===== src/rtl/pa_pkg.sv =====
// Shared types and constants for the destination requantize/write path.
package pa_pkg;

    localparam int unsigned ACC_W       = 32;
    localparam int unsigned OUT_W       = 8;
    localparam int unsigned PIPE_STAGES = 4;
    localparam int unsigned PIPE_CNT_W  = $clog2(PIPE_STAGES + 1);

    // Rounding bias for the Q31 high-half extraction.
    localparam logic [63:0] Q31_ROUND = 64'h0000_0000_4000_0000;

    localparam logic [ACC_W-1:0] INT32_MIN = 32'h8000_0000;
    localparam logic [ACC_W-1:0] INT32_MAX = 32'h7FFF_FFFF;

    // One memory write: word address, packed bytes, byte enables.
    typedef struct packed {
        logic [29:0] addr;
        logic [31:0] data;
        logic [3:0]  strb;
    } word_entry_t;

    // Signed clamp of a 32-bit value into [lo, hi], returned as a byte.
    function automatic logic [OUT_W-1:0] clamp_int8(input logic [ACC_W-1:0] o,
                                                    input logic [OUT_W-1:0] lo,
                                                    input logic [OUT_W-1:0] hi);
        logic signed [ACC_W-1:0] lo_ext;
        logic signed [ACC_W-1:0] hi_ext;
        logic        [ACC_W-1:0] res;
        lo_ext = $signed({{(ACC_W - OUT_W){lo[OUT_W-1]}}, lo});
        hi_ext = $signed({{(ACC_W - OUT_W){hi[OUT_W-1]}}, hi});
        res    = o;
        if ($signed(o) > hi_ext) begin
            res = hi_ext;
        end else if ($signed(o) < lo_ext) begin
            res = lo_ext;
        end
        return res[OUT_W-1:0];
    endfunction

endpackage


===== src/rtl/pa_requant_pipe.sv =====
// Four-stage requantization pipeline: bias, Q31 multiply, rounding shift, offset+clamp.
module pa_requant_pipe
    import pa_pkg::*;
(
    input  logic                  clk,
    input  logic                  rst_n,
    input  logic                  in_valid_i,
    input  logic [ACC_W-1:0]      acc_i,
    input  logic [ACC_W-1:0]      bias_i,
    input  logic [ACC_W-1:0]      multi_i,
    input  logic [ACC_W-1:0]      shift_i,
    input  logic [ACC_W-1:0]      offset_i,
    input  logic [OUT_W-1:0]      act_min_i,
    input  logic [OUT_W-1:0]      act_max_i,
    input  logic [31:0]           addr_i,
    output logic                  out_valid_o,
    output logic [OUT_W-1:0]      out_byte_o,
    output logic [31:0]           out_addr_o,
    output logic [PIPE_CNT_W-1:0] valid_count_o
);

    // S1 state
    logic             s1_valid_q;
    logic [ACC_W-1:0] s1_v_q, s1_v_d;
    logic [5:0]       s1_ls_q, s1_ls_d;
    logic [4:0]       s1_rs_q, s1_rs_d;
    logic [ACC_W-1:0] s1_multi_q, s1_offset_q;
    logic [OUT_W-1:0] s1_min_q, s1_max_q;
    logic [31:0]      s1_addr_q;
    // S2 state
    logic             s2_valid_q;
    logic [ACC_W-1:0] s2_h_q, s2_h_d;
    logic [4:0]       s2_rs_q;
    logic [ACC_W-1:0] s2_offset_q;
    logic [OUT_W-1:0] s2_min_q, s2_max_q;
    logic [31:0]      s2_addr_q;
    // S3 state
    logic             s3_valid_q;
    logic [ACC_W-1:0] s3_q_q, s3_q_d;
    logic [ACC_W-1:0] s3_offset_q;
    logic [OUT_W-1:0] s3_min_q, s3_max_q;
    logic [31:0]      s3_addr_q;
    // S4 state
    logic             s4_valid_q;
    logic [OUT_W-1:0] s4_byte_q, s4_byte_d;
    logic [31:0]      s4_addr_q;

    logic [ACC_W-1:0]        shift_neg;
    logic [ACC_W-1:0]        s2_a;
    logic signed [63:0]      s2_prod;
    logic [63:0]             s2_rounded;
    logic [ACC_W-1:0]        s3_mask, s3_rem, s3_thr, s3_shifted;
    logic [ACC_W-1:0]        s4_o;
    logic                    unused_bits;

    // S1: bias add and split of the signed shift into left/right amounts.
    always_comb begin
        s1_v_d    = acc_i + bias_i;
        s1_ls_d   = '0;
        s1_rs_d   = '0;
        shift_neg = '0 - shift_i;
        if ($signed(shift_i) > 32'sd0) begin
            s1_ls_d = ($signed(shift_i) >= 32'sd32) ? 6'd32 : shift_i[5:0];
        end else if ($signed(shift_i) < -32'sd31) begin
            s1_rs_d = 5'd31;
        end else begin
            s1_rs_d = shift_neg[4:0];
        end
    end

    // S2: left shift, Q31 multiply with round-half-up, saturate the one overflow case.
    always_comb begin
        s2_a       = s1_v_q << s1_ls_q;
        s2_prod    = $signed({{32{s2_a[31]}}, s2_a}) *
                     $signed({{32{s1_multi_q[31]}}, s1_multi_q});
        s2_rounded = s2_prod + Q31_ROUND;
        if (s2_a == INT32_MIN && s1_multi_q == INT32_MIN) begin
            s2_h_d = INT32_MAX;
        end else begin
            s2_h_d = s2_rounded[62:31];
        end
    end

    // S3: rounding arithmetic right shift; ties round away from zero.
    always_comb begin
        s3_mask    = (32'd1 << s2_rs_q) - 32'd1;
        s3_rem     = s2_h_q & s3_mask;
        s3_thr     = (s3_mask >> 1) + {31'd0, s2_h_q[31]};
        s3_shifted = $signed(s2_h_q) >>> s2_rs_q;
        s3_q_d     = s3_shifted + {31'd0, (s3_rem > s3_thr)};
    end

    // S4: output zero-point and activation clamp.
    always_comb begin
        s4_o      = s3_q_q + s3_offset_q;
        s4_byte_d = clamp_int8(s4_o, s3_min_q, s3_max_q);
    end

    assign unused_bits = ^{shift_neg[31:5], s2_rounded[63], s2_rounded[30:0]};

    // Stage registers with valid and address sideband.
    always_ff @(posedge clk or negedge rst_n) begin
        if (!rst_n) begin
            s1_valid_q  <= 1'b0;
            s1_v_q      <= '0;
            s1_ls_q     <= '0;
            s1_rs_q     <= '0;
            s1_multi_q  <= '0;
            s1_offset_q <= '0;
            s1_min_q    <= '0;
            s1_max_q    <= '0;
            s1_addr_q   <= '0;
            s2_valid_q  <= 1'b0;
            s2_h_q      <= '0;
            s2_rs_q     <= '0;
            s2_offset_q <= '0;
            s2_min_q    <= '0;
            s2_max_q    <= '0;
            s2_addr_q   <= '0;
            s3_valid_q  <= 1'b0;
            s3_q_q      <= '0;
            s3_offset_q <= '0;
            s3_min_q    <= '0;
            s3_max_q    <= '0;
            s3_addr_q   <= '0;
            s4_valid_q  <= 1'b0;
            s4_byte_q   <= '0;
            s4_addr_q   <= '0;
        end else begin
            s1_valid_q  <= in_valid_i;
            s1_v_q      <= s1_v_d;
            s1_ls_q     <= s1_ls_d;
            s1_rs_q     <= s1_rs_d;
            s1_multi_q  <= multi_i;
            s1_offset_q <= offset_i;
            s1_min_q    <= act_min_i;
            s1_max_q    <= act_max_i;
            s1_addr_q   <= addr_i;
            s2_valid_q  <= s1_valid_q;
            s2_h_q      <= s2_h_d;
            s2_rs_q     <= s1_rs_q;
            s2_offset_q <= s1_offset_q;
            s2_min_q    <= s1_min_q;
            s2_max_q    <= s1_max_q;
            s2_addr_q   <= s1_addr_q;
            s3_valid_q  <= s2_valid_q;
            s3_q_q      <= s3_q_d;
            s3_offset_q <= s2_offset_q;
            s3_min_q    <= s2_min_q;
            s3_max_q    <= s2_max_q;
            s3_addr_q   <= s2_addr_q;
            s4_valid_q  <= s3_valid_q;
            s4_byte_q   <= s4_byte_d;
            s4_addr_q   <= s3_addr_q;
        end
    end

    assign out_valid_o   = s4_valid_q;
    assign out_byte_o    = s4_byte_q;
    assign out_addr_o    = s4_addr_q;
    assign valid_count_o = PIPE_CNT_W'(s1_valid_q) + PIPE_CNT_W'(s2_valid_q) +
                           PIPE_CNT_W'(s3_valid_q) + PIPE_CNT_W'(s4_valid_q);

endmodule


===== src/rtl/pa_dst_requant_wr.sv =====
// Requantize accumulator results, pack bytes into strobed words, queue them to memory.
module pa_dst_requant_wr
    import pa_pkg::*;
#(
    parameter int unsigned FIFO_DEPTH = 4
) (
    input  logic        clk,
    input  logic        rst_n,
    input  logic        dst_wr_rdy,
    output logic        dst_wr_acq,
    input  logic [31:0] result_data,
    input  logic [31:0] dst_addr,
    input  logic [31:0] bias,
    input  logic [31:0] dst_multi,
    input  logic [31:0] dst_shift,
    input  logic [31:0] out_offset,
    input  logic [7:0]  act_min,
    input  logic [7:0]  act_max,
    input  logic        flush,
    output logic        mem_wr_req,
    input  logic        mem_wr_gnt,
    output logic [29:0] mem_wr_addr,
    output logic [31:0] mem_wr_data,
    output logic [3:0]  mem_wr_strb,
    output logic        busy
);

    localparam int unsigned PtrW = $clog2(FIFO_DEPTH);
    localparam int unsigned CntW = $clog2(FIFO_DEPTH + 1);

    logic                  ready_q;
    logic                  accept;
    logic [31:0]           occupancy;

    logic                  byte_valid;
    logic [OUT_W-1:0]      byte_data;
    logic [31:0]           byte_addr;
    logic [1:0]            byte_lane;
    logic [PIPE_CNT_W-1:0] pipe_count;

    logic [29:0]           pk_addr_q, pk_addr_d;
    logic [31:0]           pk_data_q, pk_data_d;
    logic [3:0]            pk_strb_q, pk_strb_d;
    logic                  pk_done_q, pk_done_d;
    logic                  pk_nonempty;
    logic                  flush_pend_q, flush_pend_d;
    logic                  evict;
    logic [31:0]           base_data, merged_data;
    logic [3:0]            base_strb, merged_strb;

    word_entry_t           push_entry;
    word_entry_t           head;
    word_entry_t           fifo_mem_q [FIFO_DEPTH];
    logic                  fifo_push, fifo_pop;
    logic [PtrW-1:0]       wr_ptr_q, wr_ptr_d, rd_ptr_q, rd_ptr_d;
    logic [CntW-1:0]       fifo_count_q, fifo_count_d;

    pa_requant_pipe u_pipe (
        .clk           (clk),
        .rst_n         (rst_n),
        .in_valid_i    (accept),
        .acc_i         (result_data),
        .bias_i        (bias),
        .multi_i       (dst_multi),
        .shift_i       (dst_shift),
        .offset_i      (out_offset),
        .act_min_i     (act_min),
        .act_max_i     (act_max),
        .addr_i        (dst_addr),
        .out_valid_o   (byte_valid),
        .out_byte_o    (byte_data),
        .out_addr_o    (byte_addr),
        .valid_count_o (pipe_count)
    );

    // Credit: every element in flight already owns a FIFO slot, so the pipe never stalls.
    always_comb begin
        occupancy  = 32'(fifo_count_q) + 32'(pipe_count) + 32'(pk_nonempty);
        dst_wr_acq = ready_q && (occupancy < FIFO_DEPTH);
        accept     = dst_wr_rdy && dst_wr_acq;
    end

    assign pk_nonempty = (pk_strb_q != 4'd0);
    assign byte_lane   = byte_addr[1:0];

    // Packer: merge bytes into the open word, push on lane 3, address change or flush.
    always_comb begin
        pk_addr_d    = pk_addr_q;
        pk_data_d    = pk_data_q;
        pk_strb_d    = pk_strb_q;
        pk_done_d    = pk_done_q;
        flush_pend_d = flush_pend_q | flush;
        fifo_push    = 1'b0;
        push_entry   = '0;
        evict        = 1'b0;
        base_data    = pk_data_q;
        base_strb    = pk_strb_q;
        merged_data  = '0;
        merged_strb  = '0;
        if (byte_valid) begin
            evict = pk_nonempty && ((byte_addr[31:2] != pk_addr_q) || pk_done_q);
            if (evict) begin
                fifo_push  = 1'b1;
                push_entry = '{addr: pk_addr_q, data: pk_data_q, strb: pk_strb_q};
                base_data  = '0;
                base_strb  = '0;
            end
            merged_data = base_data;
            merged_data[{byte_lane, 3'b000} +: 8] = byte_data;
            merged_strb = base_strb | (4'b0001 << byte_lane);
            if (byte_lane == 2'd3 && !evict) begin
                fifo_push  = 1'b1;
                push_entry = '{addr: byte_addr[31:2], data: merged_data, strb: merged_strb};
                pk_data_d  = '0;
                pk_strb_d  = '0;
                pk_done_d  = 1'b0;
            end else begin
                // A completed word behind an eviction waits one cycle for the push port.
                pk_addr_d = byte_addr[31:2];
                pk_data_d = merged_data;
                pk_strb_d = merged_strb;
                pk_done_d = (byte_lane == 2'd3);
            end
        end else if (pk_nonempty &&
                     (pk_done_q || (flush_pend_q && pipe_count == '0))) begin
            fifo_push  = 1'b1;
            push_entry = '{addr: pk_addr_q, data: pk_data_q, strb: pk_strb_q};
            pk_data_d  = '0;
            pk_strb_d  = '0;
            pk_done_d  = 1'b0;
        end
        if (flush_pend_q && pipe_count == '0) begin
            flush_pend_d = flush;
        end
    end

    // FIFO pointers and occupancy.
    always_comb begin
        fifo_pop     = mem_wr_req && mem_wr_gnt;
        wr_ptr_d     = fifo_push ? wr_ptr_q + PtrW'(1) : wr_ptr_q;
        rd_ptr_d     = fifo_pop ? rd_ptr_q + PtrW'(1) : rd_ptr_q;
        fifo_count_d = fifo_count_q + CntW'(fifo_push) - CntW'(fifo_pop);
    end

    // Control state: credit enable, packer, flush request, FIFO pointers.
    always_ff @(posedge clk or negedge rst_n) begin
        if (!rst_n) begin
            ready_q      <= 1'b0;
            pk_addr_q    <= '0;
            pk_data_q    <= '0;
            pk_strb_q    <= '0;
            pk_done_q    <= 1'b0;
            flush_pend_q <= 1'b0;
            wr_ptr_q     <= '0;
            rd_ptr_q     <= '0;
            fifo_count_q <= '0;
        end else begin
            ready_q      <= 1'b1;
            pk_addr_q    <= pk_addr_d;
            pk_data_q    <= pk_data_d;
            pk_strb_q    <= pk_strb_d;
            pk_done_q    <= pk_done_d;
            flush_pend_q <= flush_pend_d;
            wr_ptr_q     <= wr_ptr_d;
            rd_ptr_q     <= rd_ptr_d;
            fifo_count_q <= fifo_count_d;
        end
    end

    // FIFO storage.
    always_ff @(posedge clk or negedge rst_n) begin
        if (!rst_n) begin
            for (int unsigned i = 0; i < FIFO_DEPTH; i++) begin
                fifo_mem_q[i] <= '0;
            end
        end else if (fifo_push) begin
            fifo_mem_q[wr_ptr_q] <= push_entry;
        end
    end

    // Memory port driven from the FIFO head; fields read as zero when nothing is queued.
    always_comb begin
        head        = fifo_mem_q[rd_ptr_q];
        mem_wr_req  = (fifo_count_q != '0);
        mem_wr_addr = mem_wr_req ? head.addr : '0;
        mem_wr_data = mem_wr_req ? head.data : '0;
        mem_wr_strb = mem_wr_req ? head.strb : '0;
        busy        = (pipe_count != '0) || pk_nonempty || (fifo_count_q != '0) ||
                      flush_pend_q;
    end

endmodule


===== config.mk =====
export PLATFORM = sky130hd
export DESIGN_NAME = pa_dst_requant_wr
export DESIGN_NICKNAME = d
export VERILOG_FILES = /design/src/rtl/pa_pkg.sv /design/src/rtl/pa_requant_pipe.sv /design/src/rtl/pa_dst_requant_wr.sv
export SDC_FILE = /design/constraint.sdc
export NUM_CORES = 2
export LEC_CHECK = 0
export BUFFER_PORTS_ARGS = -buffer_cell sky130_fd_sc_hd__buf_2
export CAP_MARGIN = 30
export CORE_UTILIZATION = 55
export CTS_CLUSTER_SIZE = 10
export DETAILED_ROUTE_END_ITERATION = 6
export GPL_TIMING_DRIVEN = 0
export PLACE_DENSITY = 0.75
export SETUP_SLACK_MARGIN = 0.4
export SLEW_MARGIN = 20
export SYNTH_ARGS = -nofsm -noshare
export SYNTH_HDL_FRONTEND = slang
export SYNTH_HIERARCHICAL = 1
export SYNTH_SLANG_ARGS = --single-unit
export TNS_END_PERCENT = 50

===== constraint.sdc =====
create_clock -name clk -period 27.6 [get_ports clk]
set_input_delay 5.52 -clock clk [delete_from_list [all_inputs] [get_ports clk]]
set_output_delay 5.52 -clock clk [all_outputs]
set_load 0.02 [all_outputs]

After elaboration in Yosys (flattened, before gate mapping):

Index checks and enable logic that the tools add are counted.

* $lt $le $gt $ge: 10
* multiplexer cells: 39
* bitwise logic cells: 6
* shift-type cells: 6
* $mul: 1
* $add $sub $neg: 17
* equal/unequal tests: 4
* reduce and logical (&&, ||, !) cells: 21

Operators with widths (number)
* two-way mux 66 bit: 7
* bitwise mux 264 bit: 1
* two-way mux 32 bit: 7
* binary-select mux 66 bit (select 2 bit): 1
* demux 66 bit (select 2 bit): 1
* adder 32 bit: 2
* == test 32 bit, second input constant: 2
* adder 63 x 31 -> 63 bit, second input constant: 1
* multiplier 32 x 32 -> 63 bit: 1
* adder 31 x 1 -> 32 bit: 1
* adder 32 x 1 -> 32 bit: 1
* bitwise AND 32 bit: 1
* bitwise mux 32 bit: 1
* >= comparator 32 x 7 -> 1 bit, second input constant: 1
* > comparator 32 x 1 -> 1 bit, second input constant: 1
* > comparator 32 bit: 1
* > comparator 32 x 8 -> 1 bit: 1
* less-than comparator 32 x 6 -> 1 bit, second input constant: 1
* less-than comparator 32 x 8 -> 1 bit: 1
* variable shift 8 x 7 -> 32 bit, first input constant: 1
* variable part select 8 x 7 -> 32 bit: 1
* left shift 1 x 5 -> 32 bit, first input constant: 1
* left shift 32 x 6 -> 32 bit: 1
* >>> shifter 32 x 5 -> 32 bit: 1
* other kinds (33): 66

* input port bits: 213
* bits in registers: 768
* word-level logic and storage cells: 150
* output and inout bits: 69

Logic depth before layout (Yosys ltp):

* word-level depth: 11
* mapped depth: 39
* mapped depth without buffers: 34

Cells and area by module:

The synthesis kept the hierarchy.

By module, submodules not included
* pa_requant_pipe: times used 1, seq. area each 10710.3 µm², cells an instance 5679, area each 57391.3 µm²
* pa_dst_requant_wr: times used 1, seq. area each 8508.2 µm², cells an instance 1376, area each 15735.1 µm²

Least setup slack after synthesis:

OpenSTA, ideal clock, no wires.

* path type: flip-flop to flip-flop
* from: register u_pipe.s1_ls_q[0]
* to: register u_pipe.s2_h_q[30]
* buffers on the path: 4
* arrival: 9660 ps
* stages on the path, launching flop included: 33
* period minus slack after synthesis: 9787 ps
* slack: 17813 ps
* setup time: 127 ps
* cell sequence: dfrtp_1 > buf_2 > buf_1 > buf_2 > mux4_2 > mux2_2 > a221o_1 > o31a_1 > clkbuf_1 > nand2_1 > inv_1 > fa_1 > fa_1 > fa_1 > inv_1 > fa_1 > inv_1 > fa_1 > fa_1 > inv_1 > fa_1 > inv_1 > fa_1 > ha_1 > a21o_1 > a21o_1 > a21o_1 > a21o_1 > a21oi_1 > o21ai_0 > or3_1 > a21oi_1 > nor3_1

* word-level cells in the longest chain between the ends: 4
* elaborated cells between the ends (all ways): 6
* classes of those cells: add/sub (1); mul (1); eq/ne (1); shift (1); mux (1); reduce/logical (1)

Ends and longest elaborated chain
* start, declared: line pa_requant_pipe.sv:25 `logic [5:0] s1_ls_q, s1_ls_d;`
* start signal, assigned: line pa_requant_pipe.sv:132 `s1_ls_q <= s1_ls_d;`
* left shift 32 x 6 -> 32 bit *: line pa_requant_pipe.sv:73 `s2_a = s1_v_q << s1_ls_q;`
* multiplier 32 x 32 -> 63 bit / == test 32 bit (equally long branches): line pa_requant_pipe.sv:74, pa_requant_pipe.sv:77
* adder 63 x 31 -> 63 bit / logical AND 1 bit (equally long branches): line pa_requant_pipe.sv:76, pa_requant_pipe.sv:77
* two-way mux 32 bit *: line pa_requant_pipe.sv:77 `if (s2_a == INT32_MIN && s1_multi_q == INT32_MIN) begin`
* named net u_pipe.s2_h_d[30]: line pa_requant_pipe.sv:32 `logic [ACC_W-1:0] s2_h_q, s2_h_d;`
* end signal, assigned: line pa_requant_pipe.sv:140 `s2_h_q <= s2_h_d;`
* end, declared: line pa_requant_pipe.sv:32

Mark *: on every way through the listed nets, which the timed path passes. The rest lies on a longest branch.
A chain may end at the register's enable or synchronous reset.

Worst setup path in the final report:

* from: register u_pipe.s1_ls_q[0]
* to: register u_pipe.s2_h_q[26]

The elaborated chain is that of the path after synthesis.

==> implementation parameters <==
Parameter                              Value

Run status
  Result of the run ... finished with violations
  Violations in the final reports ... design-rule violations

Place
  Routability Congestion ... roughly 1.0
  Number of placed instances with taps included ... just over 9k
  Port bufs ... around 280
  Worst Setup Slack post-DPL ... ~15000 ps
  Half-perimeter wire length after detailed placement ... ~180000 um

Yosys
  Share of flip-flops with an asynchronous set or reset ... between 90% and 100%
  Count of different cell masters after synthesis ... 95
  Synthesized instance count ... between 7k and 8k
  Post-synthesis instance area ... roughly 73000 um2
  Warnings from Yosys ... 6
  Number of enable flip-flop cells after synthesis ... 0
  Cell with the most instances after synthesis ... sky130_fd_sc_hd__fa_1
  Post-synthesis average cell area ... roughly 10 um2
  Portion of the post-synthesis area used by sequential elements ... around a quarter
  Synth top area share ... 29.48%
  Synthesis-stage register bit count ... 768
  Most area-hungry cell type in the Yosys netlist ... sky130_fd_sc_hd__fa_1
  Dominant register cell in the synthesized netlist ... sky130_fd_sc_hd__dfrtp_1
  Post-synth top cells ... 1077 x sky130_fd_sc_hd__fa_1, 974 x sky130_fd_sc_hd__inv_1, 768 x sky130_fd_sc_hd__dfrtp_1
  Synth Net Count ... a little under 9k
  Dominant cells by area after synthesis ... sky130_fd_sc_hd__fa_1 29%, sky130_fd_sc_hd__dfrtp_1 26%, sky130_fd_sc_hd__ha_1 6.1%

Floorplanning
  Die Footprint ... 134400 um2
  Die Width ... 366.6 um
  I/O Pins ... about 280
  Initial core utilization ... around 56%
  Die H ... between 300 and 400 um
  Total number of placement rows ... about 130
  Placeable core region ... around 130000 um2

Cells and area
  Final cell count without fillers ... between 9k and 10k
  Core utilization of the finished layout ... approximately three fifths
  Max reg flops ... around 260
  Area overhead of the layout relative to synthesis ... 9.229%
  Post-layout nets ... about 9.1k
  Register with the highest flop count ... fifo_mem_q
  Share of post-route cells with drive strength above 1 ... about a tenth

Setup path
  Most prevalent standard cell on the critical path ... sky130_fd_sc_hd__fa_1
  Largest delay contributor family on the critical path ... adder cells
  Required time at the endpoint of the critical path ... 28210 ps
  Crit path capture type ... register
  Kind of critical path ... register to register
  Kind of start point of the critical path ... register
  Worst path slowest cell ... sky130_fd_sc_hd__nor4_1
  CP max FO ... 10
  Worst Path Buf+Inv ... 6
  Maximum cell stage delay along the critical path ... 900 ps
  Crit path DAT ... 13350 ps

Clock tree
  Worst-path clk slew ... ~50 ps
  Post_cts resized ... 0
  Post-CTS Setup Repair Bufs ... 0
  Clock insertion delay at the later pin of the skew report ... 710 ps
  TritonCTS clock tree ... done
  H-tree level count ... 3
  Number of buffers inserted during clock tree synthesis ... ~90
  Clock Sinks ... between 700 and 800
  Root buf cell ... sky130_fd_sc_hd__clkbuf_16
  Maximum buffer depth of the clock tree ... 3
  Post-cts hold buffer count ... 0

Route
  Number of nets with antenna violations after detailed routing ... 0
  Avg WL per Cell ... ~25 um
  Vias per cell ... around 6
  Vias post-DR ... around 55k
  DR pass1 iterations ... 7
  # DRC ... 12
  Routed WL ... approximately 230000 um
  Initial DRC count ... ~5.7k

STA
  Final Setup Violations ... 0
  Number of hold-slack violations in the final timing report ... 0
  Sum Neg Setup Slack ... 0 ps
  Headroom to the max-slew limit ... approximately 23%
  Unrepaired setup endpoints after global routing ... false
  Max Transition Viols Final ... 0
  Slew at the pin closest to its max-slew limit ... about 1200 ps
  Worst path setup slack after routing ... between 10000 and 15000 ps
  Time the worst path needs with I/O delays and setup ... between 10000 and 15000 ps
  Part of the cycle the worst path needs ... between 40% and 50%
  Highest clock frequency the design can meet ... between 70 and 80 MHz
  Setup Skew ... 31.82 ps

Global routing
  Gr ovfl total ... 0
  Antenna violations before repair ... 14
  First-pass GRT wire length ... 349900 um
  Largest net degree at the start of global routing ... 105
  Number of global-route vias before repair ... about 60k
  Overall global routing resource usage ... roughly a third

Flow run
  Max capacitance violation total ... 0

Worst hold path
  Class of the most critical hold timing path ... register to register
cell usage in the layout, fill, tap and decap left out, types with 128 or more instances in the layout:
cell and count:
sky130_fd_sc_hd__a21oi_1 408, sky130_fd_sc_hd__and2_1 524, sky130_fd_sc_hd__buf_2 333, sky130_fd_sc_hd__clkbuf_1 300, sky130_fd_sc_hd__dfrtp_1 768, sky130_fd_sc_hd__fa_1 1076, sky130_fd_sc_hd__ha_1 358, sky130_fd_sc_hd__inv_1 974
sky130_fd_sc_hd__mux4_2 133, sky130_fd_sc_hd__nand2_1 647, sky130_fd_sc_hd__nor2_1 440, sky130_fd_sc_hd__o21ai_0 128
layer usage:
metal	up-vias	part of all wire (%)	global-route usage, %
met5	-	0.025	0
met4	8	6.0	18.06
met3	668	10	8.018
met2	3084	46	54.21
met1	28202	38	45.35
li1	23524	-	-
through the flow:
step / hold WS, ps / area (um2)
after floorplan: 331.2 / 73130
after CTS: 324.1 / 79750
after detailed placement: 334.7 / 77080
final: 326.1 / 79880
after global routing: 329.7 / 79860
after global placement: 332.4 / 76730
area by class of cell:
class                      count  area (um2)
antenna                       13       32.53
inverter                     981        3682
fill                       10758       51750
clock buffer                 100        2341
timing repair buffer         307        1810
buffer                       379        1545
multi-input combinational   4927       48720
clock inverter                16       327.8
sequential                   768       19220
tap                         1755        2196
cell families (layout without fill, tap and decap cells):
family | after synthesis | in the layout | share of synthesized area [%]
simple gates | 2072 | 2072 | 13.99
compound gates | 995 | 995 | 9.034
other cells | 3 | 16 | 0.01540
xor+xnor | 162 | 162 | 1.940
buf+inv | 1360 | 1783 | 7.147
fa+ha+maj | 1435 | 1435 | 35.61
flops | 768 | 768 | 26.28
mux | 260 | 260 | 5.982
path summary, 6_finish.rpt:
path / depth (start not counted) / start / slack [ps] / end
setup / recovery: 30 / u_pipe/s1_ls_q[0] / 14860 / u_pipe/s2_h_q[26]
min in group asynchronous: 1 / rst_n / 4820 / fifo_mem_q[247]
hold / removal: 0 / u_pipe/s2_addr_q[20] / 330 / u_pipe/s3_addr_q[20]
hold reg to reg: 0 / u_pipe/s2_addr_q[20] / 330 / u_pipe/s3_addr_q[20]
max in group asynchronous: 4 / rst_n / 20840 / u_pipe/s2_offset_q[6]
setup reg to reg: 30 / u_pipe/s1_ls_q[0] / 14860 / u_pipe/s2_h_q[26]
worst reg2reg max path, delay by kind of cell (launching register included):
| family | cells | cell delay, ps |
|---|---|---|
| buffers and inverters | 6 | 2490 |
| adders and majority gates | 9 | 4450 |
| AOI/OAI and AO/OA | 7 | 2370 |
| DFF | 1 | 350 |
| muxes | 2 | 680 |
| and+or+nand+nor | 6 | 2310 |
Power is not shown: default switching activity piles up to over one toggle a cycle in this logic, so the estimate is an artifact.
